===== config.mk =====
export PLATFORM = sky130hd
export DESIGN_NAME = conv_pe_scheduler_flat
export DESIGN_NICKNAME = d
export VERILOG_FILES = /design/src/rtl/conv_pe_scheduler_if.sv /design/src/rtl/conv_pe_scheduler.sv /design/src/flat_wrapper.sv
export SDC_FILE = /design/constraint.sdc
export NUM_CORES = 1
export LEC_CHECK = 0
export CAP_MARGIN = 10
export CORE_MARGIN = 3
export CORE_UTILIZATION = 45
export CTS_CLUSTER_DIAMETER = 60
export DETAILED_ROUTE_END_ITERATION = 10
export PLACE_DENSITY = 0.81
export SLEW_MARGIN = 20
export SYNTH_ARGS = -nofsm -noshare
export SYNTH_HDL_FRONTEND = slang
export SYNTH_SLANG_ARGS = --single-unit
export TNS_END_PERCENT = 50

===== constraint.sdc =====
create_clock -name clk -period 2 [get_ports clk]
set_input_delay 0.4 -clock clk [delete_from_list [all_inputs] [get_ports clk]]
set_output_delay 0.4 -clock clk [all_outputs]
set_load 0.1 [all_outputs]

===== src/rtl/conv_pe_scheduler_if.sv =====
// conv_pe_scheduler_if: layer-memory read port and NoC injection port of the conv PE scheduler.
interface conv_pe_scheduler_if #(
    parameter int PACKET_WIDTH  = 64,
    parameter int FILTER_LENGTH = 40
);
    logic                     mem_rd_en;
    logic                     mem_rd_sel;
    logic [4:0]               mem_rd_addr;
    logic [FILTER_LENGTH-1:0] mem_rd_data;
    logic                     pkt_valid;
    logic                     pkt_ready;
    logic [PACKET_WIDTH-1:0]  pkt_data;
    modport master (
        output mem_rd_en, mem_rd_sel, mem_rd_addr, pkt_valid, pkt_data,
        input  mem_rd_data, pkt_ready
    );
    modport slave (
        input  mem_rd_en, mem_rd_sel, mem_rd_addr, pkt_valid, pkt_data,
        output mem_rd_data, pkt_ready
    );
endinterface


===== src/rtl/conv_pe_scheduler.sv =====
// conv_pe_scheduler: injects filter then ifmap packets into the 5-PE conv chain, pacing rows by returning psums.
module conv_pe_scheduler #(
    parameter int         PACKET_WIDTH  = 64,
    parameter int         IFMAP_LENGTH  = 25,
    parameter int         FILTER_LENGTH = 40,
    parameter int         NUM_PE        = 5,
    parameter int         NUM_ROWS      = 25,
    parameter int         CONVS_PER_ROW = 21,
    parameter logic [3:0] SRC_ADDR      = 4'b1000
) (
    input  logic                clk,
    input  logic                rst_n,
    input  logic                start_i,
    input  logic                psum_valid_i,
    output logic                busy_o,
    output logic                done_o,
    output logic                err_o,
    conv_pe_scheduler_if.master bus
);
    localparam logic [2:0] IDLE      = 3'd0;
    localparam logic [2:0] F_RD      = 3'd1;
    localparam logic [2:0] F_SEND    = 3'd2;
    localparam logic [2:0] I_RD      = 3'd3;
    localparam logic [2:0] I_SEND    = 3'd4;
    localparam logic [2:0] WAIT_PSUM = 3'd5;
    localparam logic [2:0] DONE      = 3'd6;
    localparam logic [2:0] LAST_IDX  = 3'(NUM_PE - 1);
    localparam logic [4:0] NPE       = 5'(NUM_PE);
    localparam logic [4:0] ROWS      = 5'(NUM_ROWS);
    localparam logic [4:0] CPR       = 5'(CONVS_PER_ROW);

    function automatic logic [3:0] pe_addr(input logic [2:0] i);
        return i == 3'd0 ? 4'b0001 : i == 3'd1 ? 4'b0101 : i == 3'd2 ? 4'b0011 :
               i == 3'd3 ? 4'b0111 : 4'b1100;
    endfunction

    logic [2:0]               state_q, state_d, idx_q, idx_d;
    logic [4:0]               row_q, row_d, psum_cnt_q, psum_cnt_d;
    logic                     err_q, err_d, fresh_q;
    logic [FILTER_LENGTH-1:0] pay_q, payload;
    logic [3:0]               dest;
    logic                     in_f, accept, cnt_full, row_done;

    assign in_f            = state_q == F_SEND;
    assign bus.pkt_valid   = in_f || state_q == I_SEND;
    assign accept          = bus.pkt_valid && bus.pkt_ready;
    assign bus.mem_rd_en   = state_q == F_RD || state_q == I_RD;
    assign bus.mem_rd_sel  = state_q == F_RD;
    assign bus.mem_rd_addr = state_q == F_RD ? {2'b00, idx_q} : state_q == I_RD ? row_q : '0;
    // Read data is only valid the cycle after the strobe; a stalled packet replays the held copy.
    assign payload         = fresh_q ? bus.mem_rd_data : pay_q;
    assign dest            = in_f ? pe_addr(idx_q) : row_q < NPE ? pe_addr(row_q[2:0]) : pe_addr(LAST_IDX);
    assign bus.pkt_data    = !bus.pkt_valid ? '0 :
                             in_f ? {dest, SRC_ADDR, 2'b01, {(PACKET_WIDTH-10-FILTER_LENGTH){1'b0}}, payload} :
                                    {dest, SRC_ADDR, 2'b00, {(PACKET_WIDTH-10-IFMAP_LENGTH){1'b0}},
                                     payload[IFMAP_LENGTH-1:0]};
    assign busy_o          = state_q != IDLE;
    assign done_o          = state_q == DONE;
    assign err_o           = err_q;

    assign cnt_full = psum_cnt_q == CPR;
    assign row_done = state_q == WAIT_PSUM && cnt_full;

    always_comb begin
        state_d = state_q;
        idx_d   = idx_q;
        row_d   = row_q;
        case (state_q)
            IDLE: if (start_i) begin
                state_d = F_RD;
                idx_d   = '0;
                row_d   = '0;
            end
            F_RD:   state_d = F_SEND;
            F_SEND: if (accept) begin
                state_d = idx_q == LAST_IDX ? I_RD : F_RD;
                idx_d   = idx_q == LAST_IDX ? 3'd0 : idx_q + 3'd1;
            end
            I_RD:   state_d = I_SEND;
            I_SEND: if (accept) begin
                row_d   = row_q + 5'd1;
                state_d = row_q + 5'd1 < NPE ? I_RD : WAIT_PSUM;
            end
            WAIT_PSUM: if (cnt_full) state_d = row_q == ROWS ? DONE : I_RD;
            DONE:    state_d = IDLE;
            default: state_d = IDLE;
        endcase
    end

    // Counter saturates at a full row; an overflowing psum (or any psum while idle) is a protocol error.
    assign psum_cnt_d = state_q == IDLE ? (start_i ? 5'd0 : psum_cnt_q) :
                        row_done ? {4'b0, psum_valid_i} :
                        psum_valid_i && !cnt_full ? psum_cnt_q + 5'd1 : psum_cnt_q;
    assign err_d      = state_q == IDLE && start_i ? 1'b0 :
                        err_q | (psum_valid_i && (state_q == IDLE || (cnt_full && !row_done)));

    always_ff @(posedge clk or negedge rst_n) begin
        if (!rst_n) begin
            state_q    <= IDLE;
            idx_q      <= '0;
            row_q      <= '0;
            psum_cnt_q <= '0;
            err_q      <= 1'b0;
            fresh_q    <= 1'b0;
            pay_q      <= '0;
        end else begin
            state_q    <= state_d;
            idx_q      <= idx_d;
            row_q      <= row_d;
            psum_cnt_q <= psum_cnt_d;
            err_q      <= err_d;
            fresh_q    <= bus.mem_rd_en;
            pay_q      <= payload;
        end
    end
endmodule


===== src/flat_wrapper.sv =====
// flat-port wrapper written by rule: the top's interface ports become plain ports
module conv_pe_scheduler_flat 
#(
    parameter int         PACKET_WIDTH  = 64,
    parameter int         IFMAP_LENGTH  = 25,
    parameter int         FILTER_LENGTH = 40,
    parameter int         NUM_PE        = 5,
    parameter int         NUM_ROWS      = 25,
    parameter int         CONVS_PER_ROW = 21,
    parameter logic [3:0] SRC_ADDR      = 4'b1000
)
  (clk, rst_n, start_i, psum_valid_i, busy_o, done_o, err_o, bus_mem_rd_en, bus_mem_rd_sel, bus_mem_rd_addr, bus_pkt_valid, bus_pkt_data, bus_mem_rd_data, bus_pkt_ready);
  conv_pe_scheduler_if #(.PACKET_WIDTH(PACKET_WIDTH), .FILTER_LENGTH(FILTER_LENGTH)) bus_i ();
  input  logic clk;
  input  logic rst_n;
  input  logic start_i;
  input  logic psum_valid_i;
  output logic busy_o;
  output logic done_o;
  output logic err_o;
  output wire logic [$bits(bus_i.mem_rd_en)-1:0] bus_mem_rd_en;
  output wire logic [$bits(bus_i.mem_rd_sel)-1:0] bus_mem_rd_sel;
  output wire logic [$bits(bus_i.mem_rd_addr)-1:0] bus_mem_rd_addr;
  output wire logic [$bits(bus_i.pkt_valid)-1:0] bus_pkt_valid;
  output wire logic [$bits(bus_i.pkt_data)-1:0] bus_pkt_data;
  input wire logic [$bits(bus_i.mem_rd_data)-1:0] bus_mem_rd_data;
  input wire logic [$bits(bus_i.pkt_ready)-1:0] bus_pkt_ready;
  assign bus_mem_rd_en = bus_i.mem_rd_en;
  assign bus_mem_rd_sel = bus_i.mem_rd_sel;
  assign bus_mem_rd_addr = bus_i.mem_rd_addr;
  assign bus_pkt_valid = bus_i.pkt_valid;
  assign bus_pkt_data = bus_i.pkt_data;
  assign bus_i.mem_rd_data = bus_mem_rd_data;
  assign bus_i.pkt_ready = bus_pkt_ready;
  conv_pe_scheduler #(.PACKET_WIDTH(PACKET_WIDTH), .IFMAP_LENGTH(IFMAP_LENGTH), .FILTER_LENGTH(FILTER_LENGTH), .NUM_PE(NUM_PE), .NUM_ROWS(NUM_ROWS), .CONVS_PER_ROW(CONVS_PER_ROW), .SRC_ADDR(SRC_ADDR)) u_core (.clk(clk), .rst_n(rst_n), .start_i(start_i), .psum_valid_i(psum_valid_i), .busy_o(busy_o), .done_o(done_o), .err_o(err_o), .bus(bus_i));
endmodule

==> flow_summary.json, run 1 <==
{
  "clockRootBuffer": "clkbuf_8",
  "tritoncts": "built",
  "cp.required_ps": 1600,
  "tightest_slew_ps": 590,
  "ios": 120,
  "fin_area_um2": 6020,
  "endpoint_kind": "primary output",
  "critPathMaxFanout": 5,
  "n_antenna_cell": 0,
  "cts_buffer_depth": 2,
  "numCtsBuffers": 9,
  "totalWireLength_um": 13400,
  "ys_types": 50,
  "wl_per_cell_um": 24.0,
  "ys_seq_elements": 58,
  "synth-edff-count": 0,
  "synth-main-ff-cell": "dfrtp_1",
  "worstSkewPairLatency_ps": 340,
  "drive_gt1_share_pct": 53.3,
  "drt-vias-per-instance": 5.56,
  "multi_input_area_um2": 2020,
  "htree_num_levels": 3,
  "finalMaxSlewViolations": 0,
  "ant_nets": 0,
  "skew_ps": 8.58,
  "nNetsFinal": 515,
  "register_area_um2": 1460,
  "grt.total_usage_pct": 28.1,
  "finalHoldViolations": 0,
  "initial_core_util_pct": 47.4,
  "r2r_slack_ps": 30,
  "fmax_mhz": 413,
  "core_area_um2": 6940,
  "pre_cts_ws_ps": 42.8,
  "slew_headroom_pct": 60.7,
  "seq_area_frac_synth_pct": 44.1,
  "grt_pass1_vias": 3104,
  "clkTransAtPathRegs_ps": 80,
  "postSynthAreaPerCell_um2": 10.4,
  "rsz0062_at_grt": "yes",
  "critPathArrivalTime_ps": 2020,
  "drt_iter0_drc": 144,
  "cts_sinks": 58,
  "place_inst": 518,
  "gp_congestion": 0.862,
  "critPathKind": "reg -> out",
  "dp_hpwl_um": 7010,
  "postSynth.asyncResetShare_pct": 100,
  "yosysWarnings": 0,
  "grt_pass1_wl_um": 17900,
  "antenna_found_initial": 0,
  "postPlaceCellArea_um2": 5270,
  "synthCells": 317,
  "grt_max_degree": 29,
  "fillers": 258,
  "rows": 30,
  "die_h_um": 91.5,
  "r2r_cells": 6,
  "final_cell_count_no_fill": 559,
  "netlist_area_um2": 3290,
  "timing.final.crit_share_pct": 121,
  "area_growth_pct": 83.0,
  "portBuffers": 101,
  "dieWidth_um": 91.5,
  "drt_first_pass_iters": 4,
  "cap_violations": 0,
  "finalSetupViolCount": 55,
  "setup_tns_ps": -11390,
  "die_area_um2": 8370,
  "overflow": 0,
  "hold_buffers": 0,
  "period_minus_slack_ps": 2420,
  "failed_checks": "negative setup slack",
  "status": "finished with violations",
  "hp-class": "in -> async",
  "r2r-start": "u_core.state_q[0]$_DFFE_PN0P_",
  "reg2reg_to": "u_core.idx_q[1]$_DFFE_PN0P_",
  "startpoint_type": "flop",
  "drc": 0,
  "num_vias": 3109,
  "setup_ws_ps": -424
}
[cell families after synthesis]
kind of cell	synth area share, %
other	0.114
xor gates and xnor gates	0.533
DFF	44.1
adders and majority gates	4.57
muxes	15.2
AOI/OAI and AO/OA	9.55
and+or+nand+nor	17.3
buffers and inverters	8.60
[cells in the mapped netlist (2+ instances only)]
master | n | area, µm²
ha_1 | 12 | 150
and2_1 | 25 | 156
buf_6 | 2 | 22.5
a31oi_1 | 6 | 37.5
a21o_1 | 2 | 15.0
nand4_1 | 2 | 12.5
nor4_1 | 3 | 18.8
mux2_2 | 40 | 450
o21ai_1 | 3 | 15.0
a21boi_0 | 3 | 22.5
o21a_1 | 2 | 15.0
buf_4 | 19 | 143
dfrtp_1 | 58 | 1450
nand2_1 | 15 | 56.3
xnor2_1 | 2 | 17.5
clkbuf_1 | 12 | 45.0
mux2i_1 | 5 | 50.1
a21oi_1 | 11 | 55.1
buf_1 | 3 | 11.3
nor2_1 | 11 | 41.3
nor3_1 | 4 | 20.0
nand2b_1 | 5 | 31.3
o21ai_0 | 9 | 45.0
inv_1 | 15 | 56.3
nor2b_1 | 16 | 100
o32ai_1 | 2 | 17.5
and3_1 | 4 | 25.0
o22ai_1 | 4 | 25.0
[per-layer routing]
layer / GRT usage (%) / up-vias / routed length (µm) / share of wire (%)
li1: - / 1340 / - / -
met1: 31.5 / 1555 / 4920 / 37
met2: 49.7 / 178 / 6810 / 51
met3: 7.37 / 36 / 1150 / 8.5
met4: 12.1 / 0 / 536 / 4.0
met5: 0 / - / 0 / 0
[worst max path at each step]
stage	start	to	slack, ps
after floorplan	u_core.state_q[2]$_DFFE_PN0P_	bus_pkt_data[60]	-350
after global placement	u_core.idx_q[1]$_DFFE_PN0P_	bus_pkt_data[63]	80
after detailed placement	u_core.idx_q[0]$_DFFE_PN0P_	bus_pkt_data[63]	40
after CTS	u_core.row_q[1]$_DFFE_PN0P_	bus_pkt_data[63]	-250
after global routing	u_core.row_q[0]$_DFFE_PN0P_	bus_pkt_data[63]	-490
final	u_core.row_q[0]$_DFFE_PN0P_	bus_pkt_data[63]	-420
[timing repair]
item	in CTS	in global routing
gates resized for setup	43	26
setup buffers	4	19
pin swaps	7	18
setup endpoints to repair	48	55
gates cloned	1	3
[worst max-delay path: stages (launching register included)]
cell,delay (ps)
dfrtp_2,470
inv_4,70
ha_4,180
nor3_4,190
nor2_2,60
o211ai_1,270
and3_4,260
buf_12,170
[final cells by class]
cell class                 count  area share, %
inverter                      15           1.14
multi-input combinational    224           33.5
clock inverter                 4           1.25
clock buffer                  12           2.41
tap                           96           2.00
sequential                    58           24.2
timing repair buffer         150           35.5
[sequential cells by signal, summed over array words and instances (netlist names)]
name,cells
u_core.err_o,1
u_core.idx_q,3
u_core.state_q,3
u_core.row_q,5
u_core.pay_q,40
u_core.fresh_q,1
u_core.psum_cnt_q,5
[cells in the final DEF (no fill, tap or decap), types with 9 or more instances in the layout]
| master | n |
|---|---|
| conb_1 | 18 |
| and2_4 | 25 |
| nor2b_4 | 15 |
| a21oi_1 | 10 |
| buf_4 | 29 |
| clkbuf_8 | 10 |
| mux2_2 | 40 |
| buf_12 | 63 |
| dfrtp_1 | 53 |
| nand2_1 | 15 |
| buf_6 | 9 |
| clkdlybuf4s50_1 | 43 |
[through the flow]
stage / hold WS, ps / util, %
2_1_floorplan: 104 / -
3_3_place_gp: 415 / 75.9
3_5_place_dp: 423 / 75.9
4_1_cts: 49.6 / 82.1
5_1_grt: 82.2 / 86.6
6_report: 43.1 / 86.6
Power of run 1 is left out: the tool's default activity adds up to more than one toggle a clock period on the data nets, which glitch-free logic cannot reach.
==> inputs of run 2 (changes only) <==
--- a/config.mk
+++ b/config.mk
@@ -11,7 +11,7 @@
 export CTS_CLUSTER_DIAMETER = 60
 export DETAILED_ROUTE_END_ITERATION = 10
 export PLACE_DENSITY = 0.81
-export SLEW_MARGIN = 20
+export SETUP_SLACK_MARGIN = 0.05
 export SYNTH_ARGS = -nofsm -noshare
 export SYNTH_HDL_FRONTEND = slang
 export SYNTH_SLANG_ARGS = --single-unit
==> constraint.sdc (replaced) <==
create_clock -name clk -period 2.7 [get_ports clk]
set_input_delay 0.54 -clock clk [delete_from_list [all_inputs] [get_ports clk]]
set_output_delay 0.54 -clock clk [all_outputs]
set_load 0.1 [all_outputs]
==> run 2 against run 1 <==
  * The run now ends clean
  * Count of clock-buffer cells in the layout decreased by 1
  * Register-to-register slack gained 830 ps
  * Design area down 14%
  * Final cell count fell by 7.0%
  * Worst hold slack better by 160 ps
  * Clock skew is 4.3 ps higher
  * Critical endpoint unchanged
==> flow_summary.json, run 2 (synthesized netlist as in run 1, its figures left out) <==
{
  "status": "finished clean",
  "die_area_um2": 8370,
  "cts_sinks": 58,
  "cts_buffer_depth": 2,
  "ios": 120,
  "finalSetupViolCount": 0,
  "clkTransAtPathRegs_ps": 80,
  "dp_hpwl_um": 6090,
  "setup_ws_ps": 123,
  "critPathKind": "reg -> out",
  "htree_num_levels": 3,
  "overflow": 0,
  "period_minus_slack_ps": 2580,
  "regMostFlops": "u_core.pay_q",
  "hp-class": "in -> async",
  "finalMaxSlewViolations": 0,
  "grt.total_usage_pct": 20.5,
  "nNetsFinal": 476,
  "gp_congestion": 0.824,
  "rsz0062_at_grt": "no",
  "die_h_um": 91.5,
  "cp_slowest_stage_delay_ps": 460,
  "endpoint_kind": "primary output",
  "drt-vias-per-instance": 5.09,
  "critPathSlowestCell": "dfrtp_1",
  "largest_reg_flops": 40,
  "multi_input_area_um2": 1680,
  "initial_core_util_pct": 47.4,
  "worstSkewPairLatency_ps": 340,
  "r2r-start": "u_core.row_q[0]$_DFFE_PN0P_",
  "skew_ps": 12.9,
  "n_antenna_cell": 0,
  "hold_buffers": 0,
  "drt_first_pass_iters": 4,
  "ant_nets": 0,
  "drt_iter0_drc": 104,
  "core_area_um2": 6940,
  "critPathArrivalTime_ps": 2040,
  "cap_violations": 0,
  "totalWireLength_um": 8440,
  "area_growth_pct": 56.8,
  "most-common-layout-cells": "buf_12, dfrtp_1, clkdlybuf4s50_1",
  "tritoncts": "built",
  "biggestRegsByFlops": "u_core.pay_q x40, u_core.psum_cnt_q x5, u_core.row_q x5",
  "antenna_found_initial": 0,
  "num_vias": 2646,
  "timing.final.crit_share_pct": 95.4,
  "drc": 0,
  "pre_cts_ws_ps": 294,
  "numCtsBuffers": 9,
  "worstSetupStartpoint": "u_core.idx_q[0]$_DFFE_PN0P_",
  "grt_pass1_vias": 2637,
  "grt_pass1_wl_um": 13700,
  "crit_chain": "inv_1, ha_1, nor3_1, nor2_1, o21ai_1, and3_4, buf_12",
  "startpoint_type": "flop",
  "rows": 30,
  "fmax_mhz": 388,
  "clockRootBuffer": "clkbuf_8",
  "register_area_um2": 1460,
  "dieWidth_um": 91.5,
  "layout_commonest_cell": "buf_12",
  "finalHoldViolations": 0,
  "drive_gt1_share_pct": 36.1,
  "critPathMaxFanout": 7,
  "wl_per_cell_um": 16.2,
  "portBuffers": 101,
  "cp.required_ps": 2160,
  "fillers": 423,
  "grt_max_degree": 59
}
run 2: worst paths after layout:
path                                            endpoint  slack, ps  cells after the start
max                                     bus_pkt_data[63]        120                      7
min in group clk              u_core.pay_q[33]$_DFF_PN0_        490                      1
max in group asynchronous  u_core.state_q[1]$_DFFE_PN0P_       2210                      2
max reg2reg                u_core.state_q[1]$_DFFE_PN0P_        860                      5
min                           u_core.pay_q[20]$_DFF_PN0_        200                      2
min reg2reg                   u_core.pay_q[33]$_DFF_PN0_        490                      1
run 2: layout make-up:
type                            count  area share [%]
Inverter                           15            1.16
Clock buffer                       11            2.74
Sequential cell                    58            28.2
Multi-Input combinational cell    224            32.6
Tap cell                           96            2.33
Timing Repair Buffer              111            31.9
Clock inverter                      5            1.04
run 2: layer usage:
layer / track usage, % / vias up / routed length (µm) / share of wire, %
met3: 6.13 / 7 / 497 / 5.9
li1: - / 1258 / - / -
met1: 26.3 / 1291 / 3590 / 43
met4: 4.40 / 0 / 57 / 0.68
met2: 34.1 / 90 / 4300 / 51
met5: 0 / - / 0 / 0
run 2: repair_timing:
item	in CTS	in global routing
pin swaps	0	1
endpoints found under the setup margin	28	40
setup buffers	0	3
cloned	0	0
gates resized for setup	2	9
run 2: stage by stage:
stage | utilization [%] | hold WS [ps] | setup TNS [ps] | cells | area (µm²)
2_1_floorplan | - | 244 | -4100 | 334 | 3400
3_3_place_gp | 70.6 | 474 | 0 | 501 | 4900
3_5_place_dp | 70.6 | 479 | 0 | 501 | 4900
4_1_cts | 73.5 | 212 | 0 | 517 | 5110
5_1_grt | 74.3 | 216 | 0 | 520 | 5160
6_report | 74.3 | 199 | 0 | 520 | 5160
run 2: worst max-delay path: cells and delay by family, from the launching register on:
family | cells | cell delay (ps)
and+or+nand+nor | 3 | 500
DFF | 1 | 460
buffers and inverters | 2 | 260
AOI/OAI and AO/OA | 1 | 250
adders and majority gates | 1 | 230
Power of run 2 is left out for the same reason.
==> inputs of run 3 (changes only) <==
--- a/config.mk
+++ b/config.mk
@@ -10,6 +10,8 @@
 export CORE_UTILIZATION = 45
 export CTS_CLUSTER_DIAMETER = 60
 export DETAILED_ROUTE_END_ITERATION = 10
+export GPL_ROUTABILITY_DRIVEN = 0
+export MAX_ROUTING_LAYER = met4
 export PLACE_DENSITY = 0.81
 export SETUP_SLACK_MARGIN = 0.05
 export SYNTH_ARGS = -nofsm -noshare
==> run 3 against run 2 <==
  * Design area is the same
  * Count of clock-buffer cells in the layout is the same
  * Worst hold slack gained 4.1 ps
  * Highest routed layer unchanged
==> flow_summary.json, run 3 (synthesized netlist as in run 1, its figures left out) <==
{
  "overflow": 0,
  "grt_pass1_vias": 2624,
  "cp.required_ps": 2160,
  "dp_hpwl_um": 6090,
  "initial_core_util_pct": 47.4,
  "finalHoldViolations": 0,
  "antenna_found_initial": 0,
  "reg2reg_to": "u_core.state_q[1]$_DFFE_PN0P_",
  "critPathMaxFanout": 7,
  "drt_iter0_drc": 89,
  "period_minus_slack_ps": 2570,
  "tritoncts": "built",
  "grt_pass1_wl_um": 13700,
  "cts_buffer_depth": 2,
  "finalSetupViolCount": 0,
  "regMostFlops": "u_core.pay_q",
  "cap_violations": 0,
  "critPathArrivalTime_ps": 2030,
  "n_antenna_cell": 0,
  "cts_sinks": 58,
  "clkTransAtPathRegs_ps": 70,
  "num_vias": 2645,
  "r2r_cells": 5,
  "hp-class": "in -> async",
  "status": "finished clean",
  "fillers": 423,
  "rsz0062_at_grt": "no",
  "most-common-layout-cells": "buf_12, dfrtp_1, clkdlybuf4s50_1",
  "die_area_um2": 8370,
  "die_h_um": 91.5,
  "startpoint_type": "flop",
  "grt.total_usage_pct": 21.1,
  "hold_buffers": 0,
  "drt-vias-per-instance": 5.09,
  "numCtsBuffers": 9,
  "skew_ps": 12.0,
  "drive_gt1_share_pct": 36.1,
  "htree_num_levels": 3,
  "nNetsFinal": 476,
  "critPathSlowestCell": "dfrtp_1",
  "core_area_um2": 6940,
  "critPathKind": "reg -> out",
  "drt_first_pass_iters": 4,
  "finalMaxSlewViolations": 0,
  "area_growth_pct": 56.8,
  "dieWidth_um": 91.5,
  "totalWireLength_um": 8450,
  "final_util_pct": 74.3,
  "portBuffers": 101,
  "ant_nets": 0,
  "cp_slowest_stage_delay_ps": 460,
  "fmax_mhz": 388,
  "endpoint_kind": "primary output",
  "r2r_slack_ps": 860,
  "rows": 30,
  "crit_chain": "inv_1, ha_1, nor3_1, nor2_1, o21ai_1, and3_4, buf_12",
  "wl_per_cell_um": 16.2,
  "r2r-start": "u_core.row_q[0]$_DFFE_PN0P_",
  "grt_max_degree": 59,
  "biggestRegsByFlops": "u_core.pay_q x40, u_core.psum_cnt_q x5, u_core.row_q x5",
  "layout_commonest_cell": "buf_12",
  "largest_reg_flops": 40,
  "clockRootBuffer": "clkbuf_8",
  "timing.final.crit_share_pct": 95.4,
  "drc": 0,
  "worstSkewPairLatency_ps": 340,
  "ios": 120
}
## run 3: cell type report
| type | instances | area, µm² | area share, % |
|---|---|---|---|
| Multi-Input combinational cell | 224 | 1680 | 32.6 |
| Timing Repair Buffer | 111 | 1650 | 31.9 |
| Sequential cell | 58 | 1460 | 28.2 |
| Clock buffer | 11 | 141 | 2.74 |
| Tap cell | 96 | 120 | 2.33 |
| Inverter | 15 | 60.1 | 1.16 |
| Clock inverter | 5 | 53.8 | 1.04 |
## run 3: worst max-delay path, delay by kind of cell, from the launching register on
kind / cells / cell delay, ps
flops: 1 / 460
simple gates: 3 / 500
fa+ha+maj: 1 / 230
buf+inv: 2 / 260
compound gates: 1 / 250
## run 3: routing by layer
layer	GRT usage [%]	up-vias	wire, µm
met1	26.6	1281	3660
li1	-	1260	-
met5	-	-	0
met4	4.40	0	39
met3	6.13	6	492
met2	33.9	98	4260
## run 3: worst max path at each step
| stage | start | endpoint | slack, ps | depth (start not counted) |
|---|---|---|---|---|
| 2_1_floorplan | u_core.state_q[2]$_DFFE_PN0P_ | bus_pkt_data[60] | -530 | 4 |
| 3_3_place_gp | u_core.state_q[1]$_DFFE_PN0P_ | bus_pkt_data[12] | 350 | 5 |
| 3_5_place_dp | u_core.state_q[1]$_DFFE_PN0P_ | bus_pkt_data[12] | 290 | 5 |
| 4_1_cts | u_core.state_q[1]$_DFFE_PN0P_ | bus_pkt_data[35] | 6 | 4 |
| 5_1_grt | u_core.row_q[1]$_DFFE_PN0P_ | bus_pkt_data[63] | 30 | 7 |
| 6_report | u_core.idx_q[0]$_DFFE_PN0P_ | bus_pkt_data[63] | 130 | 7 |
## run 3: timing repair
item / in CTS / in global routing
setup endpoints to repair: 28 / 40
buffers inserted: 0 / 3
pin swaps: 0 / 1
resized for setup: 2 / 9
## run 3: per-stage QoR
step	instances	setup slack [ps]	area [µm²]	hold WS (ps)	TNS, ps
2_1_floorplan	334	-532	3400	244	-4100
6_report	520	125	5160	203	0
5_1_grt	520	32.4	5160	208	0
3_5_place_dp	501	294	4900	479	0
3_3_place_gp	501	355	4900	474	0
4_1_cts	517	6.12	5110	212	0
Power of run 3 is left out for the same reason.
